===== config.mk =====
export PLATFORM = sky130hd
export DESIGN_NAME = trb_ctrl
export DESIGN_NICKNAME = d
export VERILOG_FILES = /design/src/rtl/trb_ctrl.sv
export SDC_FILE = /design/constraint.sdc
export NUM_CORES = 1
export LEC_CHECK = 0
export CAP_MARGIN = 5
export CORE_MARGIN = 8
export CORE_UTILIZATION = 49
export CTS_BUF_LIST = sky130_fd_sc_hd__clkbuf_8
export CTS_CLUSTER_DIAMETER = 40
export DETAILED_ROUTE_END_ITERATION = 16
export HOLD_SLACK_MARGIN = 0.08
export PLACE_DENSITY = 0.91
export SYNTH_ARGS = -nofsm -noshare
export SYNTH_HDL_FRONTEND = slang
export SYNTH_SLANG_ARGS = --single-unit

===== constraint.sdc =====
create_clock -name clk -period 2.8 [get_ports clk]
set_input_delay 0.56 -clock clk [delete_from_list [all_inputs] [get_ports clk]]
set_output_delay 0.56 -clock clk [all_outputs]
set_load 0.05 [all_outputs]

===== src/rtl/trb_ctrl.sv =====
// trb_ctrl: sequences sample blocks into transpose_buffer and tags its transposed output
// with block position and component, handling priming, padding and end-of-stream drain.
module trb_ctrl #(
    parameter int W = 12,
    parameter int N = 8,
    parameter int NCOMP = 3,
    localparam int BEATS = N * N,
    localparam int PW = $clog2(BEATS)
) (
    input  logic          clk,
    input  logic          rst,
    input  logic          in_valid,
    output logic          in_ready,
    input  logic [W-1:0]  in_data,
    input  logic          in_last,
    output logic          trb_ena,
    output logic [W-1:0]  trb_in,
    input  logic [W-1:0]  trb_out,
    output logic          out_valid,
    input  logic          out_ready,
    output logic [W-1:0]  out_data,
    output logic [PW-1:0] out_pos,
    output logic [1:0]    out_comp,
    output logic          out_last
);
    typedef enum logic [2:0] {IDLE, FILL, STREAM, PAD, DRAIN} state_t;
    state_t state_q, state_d;
    logic [PW:0] fill_q, fill_d;
    logic [PW-1:0] in_pos_q, in_pos_d, out_pos_q, out_pos_d, drain_q, drain_d;
    logic [1:0] comp_q, comp_d;
    logic primed, accept, xfer, pos_end;

    always_ff @(posedge clk or posedge rst) begin
        if (rst) begin
            state_q  <= IDLE;
            fill_q   <= '0;
            in_pos_q <= '0;
            out_pos_q <= '0;
            drain_q  <= '0;
            comp_q   <= '0;
        end else begin
            state_q  <= state_d;
            fill_q   <= fill_d;
            in_pos_q <= in_pos_d;
            out_pos_q <= out_pos_d;
            drain_q  <= drain_d;
            comp_q   <= comp_d;
        end
    end

    always_comb begin
        primed = fill_q == (PW+1)'(BEATS);
        pos_end = in_pos_q == PW'(BEATS - 1);
        in_ready = 1'b0;
        out_valid = 1'b0;
        trb_ena = 1'b0;
        case (state_q)
            IDLE, FILL: begin
                in_ready = 1'b1;
                trb_ena = in_valid;
            end
            STREAM: begin
                in_ready = out_ready;
                out_valid = in_valid;
                trb_ena = in_valid && out_ready;
            end
            PAD: begin
                out_valid = primed;
                trb_ena = !primed || out_ready;
            end
            DRAIN: begin
                out_valid = 1'b1;
                trb_ena = out_ready;
            end
            default: ;
        endcase
        // no beat may reach the buffer while it is being cleared
        trb_ena = trb_ena && !rst;
        accept = trb_ena && in_ready;
        xfer = out_valid && out_ready && !rst;
        trb_in = accept ? in_data : '0;
        out_data = trb_out;
        out_pos = out_pos_q;
        out_comp = comp_q;
        out_last = state_q == DRAIN && drain_q == PW'(BEATS - 1);
        state_d = state_q;
        fill_d = fill_q;
        in_pos_d = in_pos_q;
        out_pos_d = out_pos_q;
        drain_d = drain_q;
        comp_d = comp_q;
        if (trb_ena && state_q != DRAIN) begin
            in_pos_d = pos_end ? '0 : in_pos_q + 1'b1;
            fill_d = primed ? fill_q : fill_q + 1'b1;
        end
        if (xfer) begin
            out_pos_d = out_pos_q == PW'(BEATS - 1) ? '0 : out_pos_q + 1'b1;
            if (out_pos_q == PW'(BEATS - 1))
                comp_d = comp_q == 2'(NCOMP - 1) ? 2'd0 : comp_q + 1'b1;
        end
        if (accept && in_last)
            state_d = pos_end ? DRAIN : PAD;
        else if (accept && (state_q == IDLE || state_q == FILL))
            state_d = fill_d == (PW+1)'(BEATS) ? STREAM : FILL;
        else if (state_q == PAD && trb_ena && pos_end)
            state_d = DRAIN;
        if (state_q == DRAIN && trb_ena) begin
            drain_d = drain_q + 1'b1;
            if (drain_q == PW'(BEATS - 1)) begin
                state_d = IDLE;
                fill_d = '0;
                in_pos_d = '0;
                out_pos_d = '0;
                drain_d = '0;
                comp_d = '0;
            end
        end
    end
endmodule


Word-level counts from Yosys, hierarchy flattened

Cells that the tools add are included.

Bits in read-only memories: 0
Bits of input ports: 29
Latch bits: 0
Memories kept: 0
Output and inout port bits: 36
Memory bits (writable): 0
Register bits after elaboration: 30

$mul: 0
Equality and inequality tests: 11
Divide/modulo/power cells: 0
Mux-type cells: 29
Shifts and indexed selects: 0
Reduce and logical (&&, ||, !) cells: 18
$lt $le $gt $ge: 0
Bitwise logic cells: 0
$add $sub $neg: 5

Operators with widths:

| cell                | number |
|---|---|
| $mux 6              | 9 |
| $mux 7              | 4 |
| $add 6x1->6 const B | 3 |
| $eq 6x6->1 const B  | 3 |
| $mux 3              | 6 |
| $eq 7x7->1 const B  | 2 |
| $logic_and 1x1->1   | 12 |
| $mux 12             | 1 |
| $mux 2              | 6 |
| $add 7x1->7 const B | 1 |
| $eq 3x2->1 const B  | 2 |
| $pmux 1 s4          | 1 |
| $eq 3x1->1 const B  | 1 |
| $eq 3x3->1 const B  | 1 |
| $logic_not 3->1     | 1 |
| $ne 3x3->1 const B  | 1 |
| $pmux 1 s3          | 1 |
| $add 2x1->2 const B | 1 |
| $eq 2x2->1 const B  | 1 |
| $logic_not 1->1     | 2 |
| $logic_or 1x1->1    | 2 |
| $pmux 1 s2          | 1 |
| $reduce_or 2->1     | 1 |

Logic depth before layout (Yosys ltp)

Word-level depth: 13
Depth in mapped cells: 9

Worst setup path after synthesis

No wires, ideal clock.

Path kind: flip-flop to output port
Start: register state_q[2]
End: output trb_ena
Slack: -0.018 ns
Arrival time: 2.258 ns
Path buffers: 1
Stages on the path, launching flop included: 4
Data required time: 2.240 ns
Cells stage by stage: dfrtp_1 > buf_2 > mux2i_1 > o41ai_1

Word-level cells in the longest chain between the ends: 4
Elaborated cells on any way between the ends: 8
Classes of those cells: 4 x eq/ne; 1 x mux; 3 x reduce/logical

RTL lines:

| item                                                 | RTL line | RTL |
|---|---|---|
| start: declaration                                   | 27       | `state_t state_q, state_d;` |
| start signal: assignment                             | 42       | `state_q <= state_d;` |
| $eq 3x1->1 / $logic_not 3->1 (equally long branches) | 57       | `case (state_q)` |
| $reduce_or 2->1                                      | 57       |  |
| $pmux 1 s4 (*)                                       | 57       |  |
| $logic_and 1x1->1 (*)                                | 78       | `trb_ena = trb_ena && !rst;` |
| end: declaration                                     | 16       | `output logic trb_ena,` |

Mark *: on every way between the ends. The rest lies on a longest branch, timed or not.

Final worst setup path

Start: register fill_q[0]
End: output trb_in[2]

Word-level cells in the longest chain between the ends: 7

RTL lines:

| item                     | RTL line | RTL |
|---|---|---|
| start: declaration       | 28       | `logic [PW:0] fill_q, fill_d;` |
| start signal: assignment | 43       | `fill_q <= fill_d;` |
| $eq 7x7->1               | 52       | `primed = fill_q == (PW+1)'(BEATS);` |
| $logic_not 1->1          | 69       | `trb_ena = !primed \|\| out_ready;` |
| $logic_or 1x1->1         | 69       |  |
| $pmux 1 s4               | 57       |  |
| $logic_and 1x1->1        | 78       |  |
| $logic_and 1x1->1        | 79       | `accept = trb_ena && in_ready;` |
| $mux 12                  | 81       | `trb_in = accept ? in_data : '0;` |
| end: declaration         | 17       | `output logic [W-1:0] trb_in,` |

Every way passes these cells.

==> results_dict.tcl <==
set metrics [dict create \
    cts_buffers 5 \
    power_density_nw_per_um2 678 \
    dieWidth_um 82.6 \
    dr.pass1.iters 4 \
    place_ws_ns 0.0465 \
    post_drt_wl_per_cell_um 16.3 \
    cts_buffer_depth 2 \
    status "complete, no violations" \
    end_kind "output pin" \
    total_power_mw 1.96 \
    dp_hpwl_mm 4.13 \
    routed_wl_mm 5.66 \
    synth_edf_count 0 \
    grt_pass1_vias 1896 \
    ff_latch_area_um2 754 \
    grt_antenna_before_repair 0 \
    yosys-top-cells-count "30 x dfrtp_1, 26 x nand2_1, 25 x nor2_1" \
    criticalPathCategory "reg -> out" \
    gp_routability_congestion 0.915 \
    drtIter0Drc 110 \
    cts_tree "yes" \
    ant_nets 0 \
    vias_per_cell 5.77 \
    fin_crit_ns 2.73 \
    cp.required_ns 2.24 \
    nets 328 \
    clk_transition_reported_paths_ns 0.07 \
    fill_cells 355 \
    synth.area.top_cells "dfrtp_1 35%, nand2_1 4.5%, xor2_1 4.4%, nor2_1 4.3%, buf_4 4.1%" \
    core_area_um2 4320 \
    cts_sinks 30 \
    power_leakage_nw 1.26 \
    area_growth_pct 33.3 \
    grt_max_degree 29 \
    netlist.area_leader.share_pct 34.5 \
    synth_cell_types 56 \
    ys.flop_type "dfrtp_1" \
    max-vdd-ir-drop_uv 410 \
    hold_path.class "reg -> reg" \
    synth_nets 286 \
    crit_arrival_ns 2.17 \
    rows 24 \
    boundaryPins 65 \
    drv_slew 0 \
    clock-skew-final_ns 0.00902 \
    initial_utilization_pct 50.3 \
    drv_cap 0 \
    relSlewSlack_pct 66.0 \
    worst_pin_slew_ns 0.508 \
    ys_async_sr_fraction_pct 100 \
    vias 2002 \
    synth_top_cell_by_area "dfrtp_1" \
    yosysSeqAreaShare_pct 34.5 \
    antenna_cells 0 \
    synthCells 252 \
    fmax_ghz 0.366 \
    grt_use_total_pct 17.1 \
    cts_root_buf "clkbuf_8" \
    drive_above_1_share_pct 20.3 \
    die_area_um2 6820 \
    syn_area_um2 2170 \
    hold_path_depth 1 \
    setup_ws_ns 0.0660 \
    clock_latency_ns 0.29 \
    grt.overflow.total 0 \
    yosysMostFrequentCell "dfrtp_1" \
    h-tree-depth 2 \
    finalSetupViolCount 0 \
    ys.warnings.count 0 \
    crit_path_max_fanout 6 \
    ys_ff_latch 30 \
    r2r_cells 8 \
    hold_viol 0 \
    portBuffers 40 \
    multiInputGateArea_um2 1260 \
    startpoint_type "flop" \
    grt_pass1_wl_mm 9.11 \
    drc_errors 0 \
    period_share_pct 97.6 \
    syn_area_per_cell_um2 8.62 \
    die_h_um 82.6 \
]
## critical path: stages (launching register included)
cell and delay (ns):
dfrtp_2 0.39, inv_1 0.11, ha_1 0.23, nand2b_1 0.15, o311ai_2 0.13, a221oi_2 0.32, buf_4 0.20, and2_1 0.19
buf_12 0.15
## logic make-up (layout without fill, tap and decap cells)
group           Yosys count  in the layout  share of synthesized area, %
simple gates            119            119                          30.1
compound gates           50             50                          17.3
buf+inv                  31             74                          8.17
flops                    30             30                          34.5
xor+xnor                 15             15                          6.04
fa+ha+maj                 5              5                          2.88
mux                       2              2                         0.921
## per-layer routing
metal,share of wire (%),track usage (%)
met1,39,19.9
met2,54,30.6
met3,5.8,3.79
met4,0.74,4.66
met5,0,0
## per-stage QoR
step                instances  instance area, um2  TNS, ns  hold WS (ns)  utilization, %
floorplan                 252                2180        0         0.460               -
finish                    347                2900        0         0.506            67.0
global route              347                2900  -0.0283         0.542            67.0
detailed placement        332                2740        0         0.494            63.3
CTS                       340                2840        0         0.510            65.6
global placement          332                2740        0         0.480            63.3
## cells in the final DEF, fill, tap and decap left out, types with 3 or more instances in the layout
| cell | instances |
|---|---|
| nor2_1 | 25 |
| buf_12 | 15 |
| nand4_1 | 5 |
| buf_4 | 19 |
| xor2_1 | 11 |
| dfrtp_2 | 3 |
| nand2_1 | 26 |
| and2_1 | 13 |
| and3_1 | 5 |
| nand3_1 | 14 |
| inv_1 | 6 |
| o21ai_0 | 5 |
| xnor2_1 | 4 |
| clkbuf_8 | 6 |
| nor3_1 | 3 |
| nand2b_1 | 6 |
| ha_1 | 5 |
| clkdlybuf4s50_1 | 23 |
| or3_1 | 3 |
| a21oi_1 | 16 |
| nand3b_1 | 3 |
| dfrtp_1 | 27 |
## report_power, final
group | switching [mW] | internal [mW]
clock network | 0.172 | 0.197
registers | 0.111 | 0.538
logic | 0.535 | 0.412
## state kept, by name, indices dropped and copies added, names as in the netlist
name / cells
drain_q: 6
fill_q: 7
in_pos_q: 6
out_comp: 2
out_pos: 6
state_q: 3
## cell type report
type,count,area share [%]
timing repair buffer,60,24.3
clock inverter,2,0.432
tap,52,2.25
inverter,6,0.778
clock buffer,6,2.85
multi-input combinational,191,43.4
sequential,30,26.0
## timing repair
action	in CTS	in global routing
buffers inserted	0	6
hold buffers	0	0
gates cloned	0	1
pin swaps	0	1
setup endpoints to repair	11	14
resized for setup	1	6
## path summary, 6_finish.rpt
check | startpoint | endpoint | slack (ns)
worst max-delay path | fill_q[0] | trb_in[2] | 0.07
worst min register to register | drain_q[4] | drain_q[4] | 0.51
min in group asynchronous | rst | fill_q[1] | 0.58
worst min-delay path | drain_q[4] | drain_q[4] | 0.51
max in group asynchronous | rst | fill_q[5] | 1.62
worst max register to register | fill_q[0] | out_comp[1] | 0.49
Note: power is estimated with default switching activity, not from simulation.
==> RTL change 1 (config.mk and constraints unchanged) <==
Reset style: synchronous (`rst`), changed in one clocked block.
--- a/src/rtl/trb_ctrl.sv
+++ b/src/rtl/trb_ctrl.sv
@@ -30,7 +30,7 @@
     logic [1:0] comp_q, comp_d;
     logic primed, accept, xfer, pos_end;
 
-    always_ff @(posedge clk or posedge rst) begin
+    always_ff @(posedge clk) begin
         if (rst) begin
             state_q  <= IDLE;
             fill_q   <= '0;
Formal check against the unedited RTL: differs if rst is asserted again (counterexample within 4 cycles, from zero or initial values and one cycle with rst high); with rst held inactive, the same outputs for 10 cycles.
==> RTL change 1 against the original RTL <==
Routed wire length fell by 2.4%; cell area fell by 8.1%; sequential share of layout area shrank 3.4 points; worst setup slack worse by 0.020 ns; die area shrank 6.9%; sequential cell count did not move; synthesized area is 8.5% lower.
Power is not compared: it rests on default switching activity, and its combinational part moved more than twofold at a synthesized area within 25%.
==> RTL change 1: results (changes against the original RTL) <==
- Fraction of the core area covered by cells at the end of the flow: 67.5% (+0.52 points)
- The clock buffer and inverter area fraction after layout is 4.23% (+0.95 points).
* Fraction of standard cell area in multi-input logic: 46.5% (+3.1 points)
- The arithmetic-cell share of the synthesized area counting full adders, half adders and majority gates was 3.15% (+0.27 points).
- Count of routing violations after the opening detailed-route iteration: 292 (+170%)
- Largest cells by area after synthesis: sky130_fd_sc_hd__dfxtp_1 30%, sky130_fd_sc_hd__and3_1 5.0%, sky130_fd_sc_hd__buf_4 4.9%, sky130_fd_sc_hd__nor2_1 4.9%, sky130_fd_sc_hd__xor2_1 4.8%
- Critical R2R Launch: fill_q[0]
- The wire length of the first global-routing pass is 8780 µm (-3.7%).
- The number of global-route vias before repair is 1816 (-4.2%).
* Pin slew with the least headroom to its limit: 0.510 ns (+0.00165 ns)
- Largest net degree at the start of global routing: 17 (-41%)
* Register Area: 603 µm² (-20%)
* GRT Overall Usage: 17.2% (+0.098 points)
- Post-Syn Area per Cell: 8.42 µm² (-2.3%)
- The routed wire length came to 5520 µm (-2.4%).
- Xor and xnor area share after synthesis: 6.61% (+0.56 points)
* Commonest cells post-synth: 30 x sky130_fd_sc_hd__dfxtp_1, 26 x sky130_fd_sc_hd__nor2_1, 16 x sky130_fd_sc_hd__and3_1, 16 x sky130_fd_sc_hd__nand2_1, 15 x sky130_fd_sc_hd__a21oi_1
* End point of the critical path: trb_in[7]
- The number of inverters outside the clock class in the layout was 5 (-1).
- Cell count of the worst hold path: 2 (+1)
- Detailed Routing Iterations Pass 1: 5 (+1)
* Run status: complete, no violations
- Buffer share of cell area: 23.6% (-0.68 points)
* Compound-cell area share of the yosys netlist: 17.6% (+0.29 points)
* Filler Cell Count: 280 (-21%)
- The vias after detailed routing was 1944 (-2.9%).
* Critical-path maximum fanout: 8 (+2)
- The worst register-to-register path ends at state_q[0].
- The post-synthesis sequential area ratio was 30.2% (-4.3 points).
* Post-synth ARST share: 0% (-100 points)
- CP max stage cell: sky130_fd_sc_hd__dfxtp_2
- The minimum setup slack among reg-to-reg paths is 0.51 ns (+0.02 ns).
- GPL Wtd Cong: 0.899 (-1.7%)
- Non-clock buffers: 51 (-15%)
- Data arrival time at the worst-slack endpoint: 2.19 ns (+0.02 ns)
* Net count, final: 306 (-6.7%)
==> RTL change 1: changes by cell type after synthesis, moves of 3 or more <==
cell | before | now
sky130_fd_sc_hd__dfxtp_1 | 0 | 30
sky130_fd_sc_hd__clkbuf_1 | 5 | 2
sky130_fd_sc_hd__a21o_1 | 0 | 3
sky130_fd_sc_hd__and2_1 | 13 | 0
sky130_fd_sc_hd__dfrtp_1 | 30 | 0
sky130_fd_sc_hd__nand2_1 | 26 | 16
sky130_fd_sc_hd__nand3_1 | 14 | 10
sky130_fd_sc_hd__inv_1 | 6 | 3
sky130_fd_sc_hd__and3_1 | 5 | 16
sky130_fd_sc_hd__or3_1 | 3 | 0
==> RTL change 1: worst min-delay path by stage <==
stage / from / end / slack, ns
6_report: out_comp[1] / out_comp[1] / 0.50
5_1_grt: out_comp[1] / out_comp[1] / 0.52
4_1_cts: out_comp[1] / out_comp[1] / 0.50
3_3_place_gp: out_comp[1] / out_comp[1] / 0.48
3_5_place_dp: out_comp[1] / out_comp[1] / 0.49
2_1_floorplan: in_pos_q[5] / in_pos_q[5] / 0.47
==> RTL change 1: stage by stage <==
stage	total power, mW	TNS, ns	setup slack, ns	instance area (µm²)
after floorplan	0.634	0	0.104	1990
after global placement	0.690	0	0.0572	2510
after detailed placement	0.696	0	0.0388	2510
after CTS	1.14	0	0.00562	2620
after global routing	1.19	-0.00435	-0.00205	2660
final	1.15	0	0.0462	2660
==> RTL change 1: routing by layer <==
| layer | up-vias | wire length (µm) | part of all wire (%) | GRT usage (%) |
|---|---|---|---|---|
| li1 | 896 | - | - | - |
| met1 | 931 | 2090 | 38 | 19.2 |
| met2 | 96 | 2850 | 52 | 29.7 |
| met3 | 21 | 413 | 7.5 | 4.62 |
| met4 | 0 | 163 | 3.0 | 7.41 |
| met5 | - | 0 | 0 | 0 |
==> RTL change 2 (same settings) <==
Made on the original files. Change the parameter `N` from 8 to 16.
--- a/src/rtl/trb_ctrl.sv
+++ b/src/rtl/trb_ctrl.sv
@@ -2,7 +2,7 @@
 // with block position and component, handling priming, padding and end-of-stream drain.
 module trb_ctrl #(
     parameter int W = 12,
-    parameter int N = 8,
+    parameter int N = 16,
     parameter int NCOMP = 3,
     localparam int BEATS = N * N,
     localparam int PW = $clog2(BEATS)
Ports: changed (resized out_pos); port bits go from 65 to 67. The function was not compared with the original's and may differ.
==> RTL change 2 against the original RTL <==
Cell area up 12%; synthesized area increased by 15%; maximum frequency up 0.19%; combinational power is 1% higher; power grew 17%; routed wire length is 4.7% higher; sequential cell count is 8 higher; worst hold slack got worse by 0.029 ns; utilization shrank 1.9 points; clock skew shrank 0.0012 ns; worst setup slack improved by 0.0052 ns.
==> RTL change 2: results (changes against the original RTL) <==
- Largest register FFs: 9 (+2)
- Distinct cells, synth: 60 (+7.1%)
- The post-synthesis xor/xnor area fraction is 10.2% (+4.1 points).
- The met2 routing resource usage after global routing is 27.5% (-3.1 points).
- The wire length on met1 is 2520 µm (+13%).
* Switching power total: 0.911 mW (+11%)
* Met2 routed WL: 3060 µm (about the same)
* Fin Clk Skew: 0.00782 ns (-0.00120 ns)
- The share of final-layout standard cells stronger than drive strength 1 was 20.1% (-0.28 points).
- Sequential-to-total area share from yosys stat: 38.0% (+3.5 points)
* Final worst hold slack: 0.477 ns (-0.0291 ns)
* CP max stage cell: sky130_fd_sc_hd__clkdlybuf4s50_1
* Maximum cell stage delay along the critical path: 0.41 ns (+0.02 ns)
- GPL Wtd Cong: 0.898 (-1.8%)
* Crit Reg-Reg Endpoint: state_q[0]
* Largest cells by area after synthesis: sky130_fd_sc_hd__dfrtp_1 38%, sky130_fd_sc_hd__xor2_1 6.3%, sky130_fd_sc_hd__nor2_1 5.4%, sky130_fd_sc_hd__buf_4 3.9%, sky130_fd_sc_hd__xnor2_1 3.9%
- Post-synthesis adder-cell area fraction: 2.50% (-0.38 points)
- Count of routing violations after the opening detailed-route iteration: 148 (+35%)
* Number of cells after detailed placement: 374 (+13%)
- End point of the critical path: trb_ena
* Part of the total power dissipated in sequential elements: 38.5% (+5.5 points)
- The aggregate global-route resource usage came to 16.2% (-0.83 points).
* Via count: 2115 (+5.6%)
- The placed wire-length estimate came to 4420 µm (+7.0%).
- The largest net degree at the start of global routing was 22 (-24%).
- Net count, final: 347 (+5.8%)
* Power drawn by the clock network: 0.450 mW (+22%)
- The synthesized net count was 304 (+6.3%).
- M1 GR Usage: 19.5% (-0.36 points)
* Met3 WL post-DR: 246 µm (-25%)
- Post-synthesis mux area share: 1.20% (+0.28 points)
- The commonest cells after synthesis are 38 x sky130_fd_sc_hd__dfrtp_1, 36 x sky130_fd_sc_hd__nor2_1, 19 x sky130_fd_sc_hd__nand2_1.
- The flow ran to the end, and the final reports show no timing, DRC or antenna violations.
- The minimum setup slack among reg-to-reg paths was 0.44 ns (-0.05 ns).
- The biggest fanout along the worst timing path was 5 (-1).
- Vias per std cell: 5.51 (-4.5%)
- The relative max-transition margin came to 66.7% (+0.63 points).
- The cell-internal power is 1.38 mW (+21%).
==> RTL change 2: cell types whose count changed in the layout (fill, tap and decap cells not counted), moves of 3 or more <==
cell / change
sky130_fd_sc_hd__nand3_1: -8
sky130_fd_sc_hd__xnor2_1: +7
sky130_fd_sc_hd__dfrtp_1: +9
sky130_fd_sc_hd__a21oi_1: -9
sky130_fd_sc_hd__nand2_1: -7
sky130_fd_sc_hd__xor2_1: +7
sky130_fd_sc_hd__clkdlybuf4s50_1: +3
sky130_fd_sc_hd__nor2_1: +11
sky130_fd_sc_hd__nand4_1: +7
==> RTL change 2: final cells by class <==
| cell class | instances | area, µm² |
|---|---|---|
| fillers | 399 | 1750 |
| multi-input cells | 204 | 1400 |
| flip-flops and latches | 38 | 953 |
| repair buffers | 58 | 688 |
| well taps | 70 | 87.6 |
| clock buffers | 5 | 68.8 |
| clock inverters | 3 | 40.0 |
| inverters | 6 | 22.5 |
==> RTL change 2: repair_timing <==
item	CTS	global route
setup buffers	0	2
setup endpoints to repair	12	12
gates resized for setup	2	4
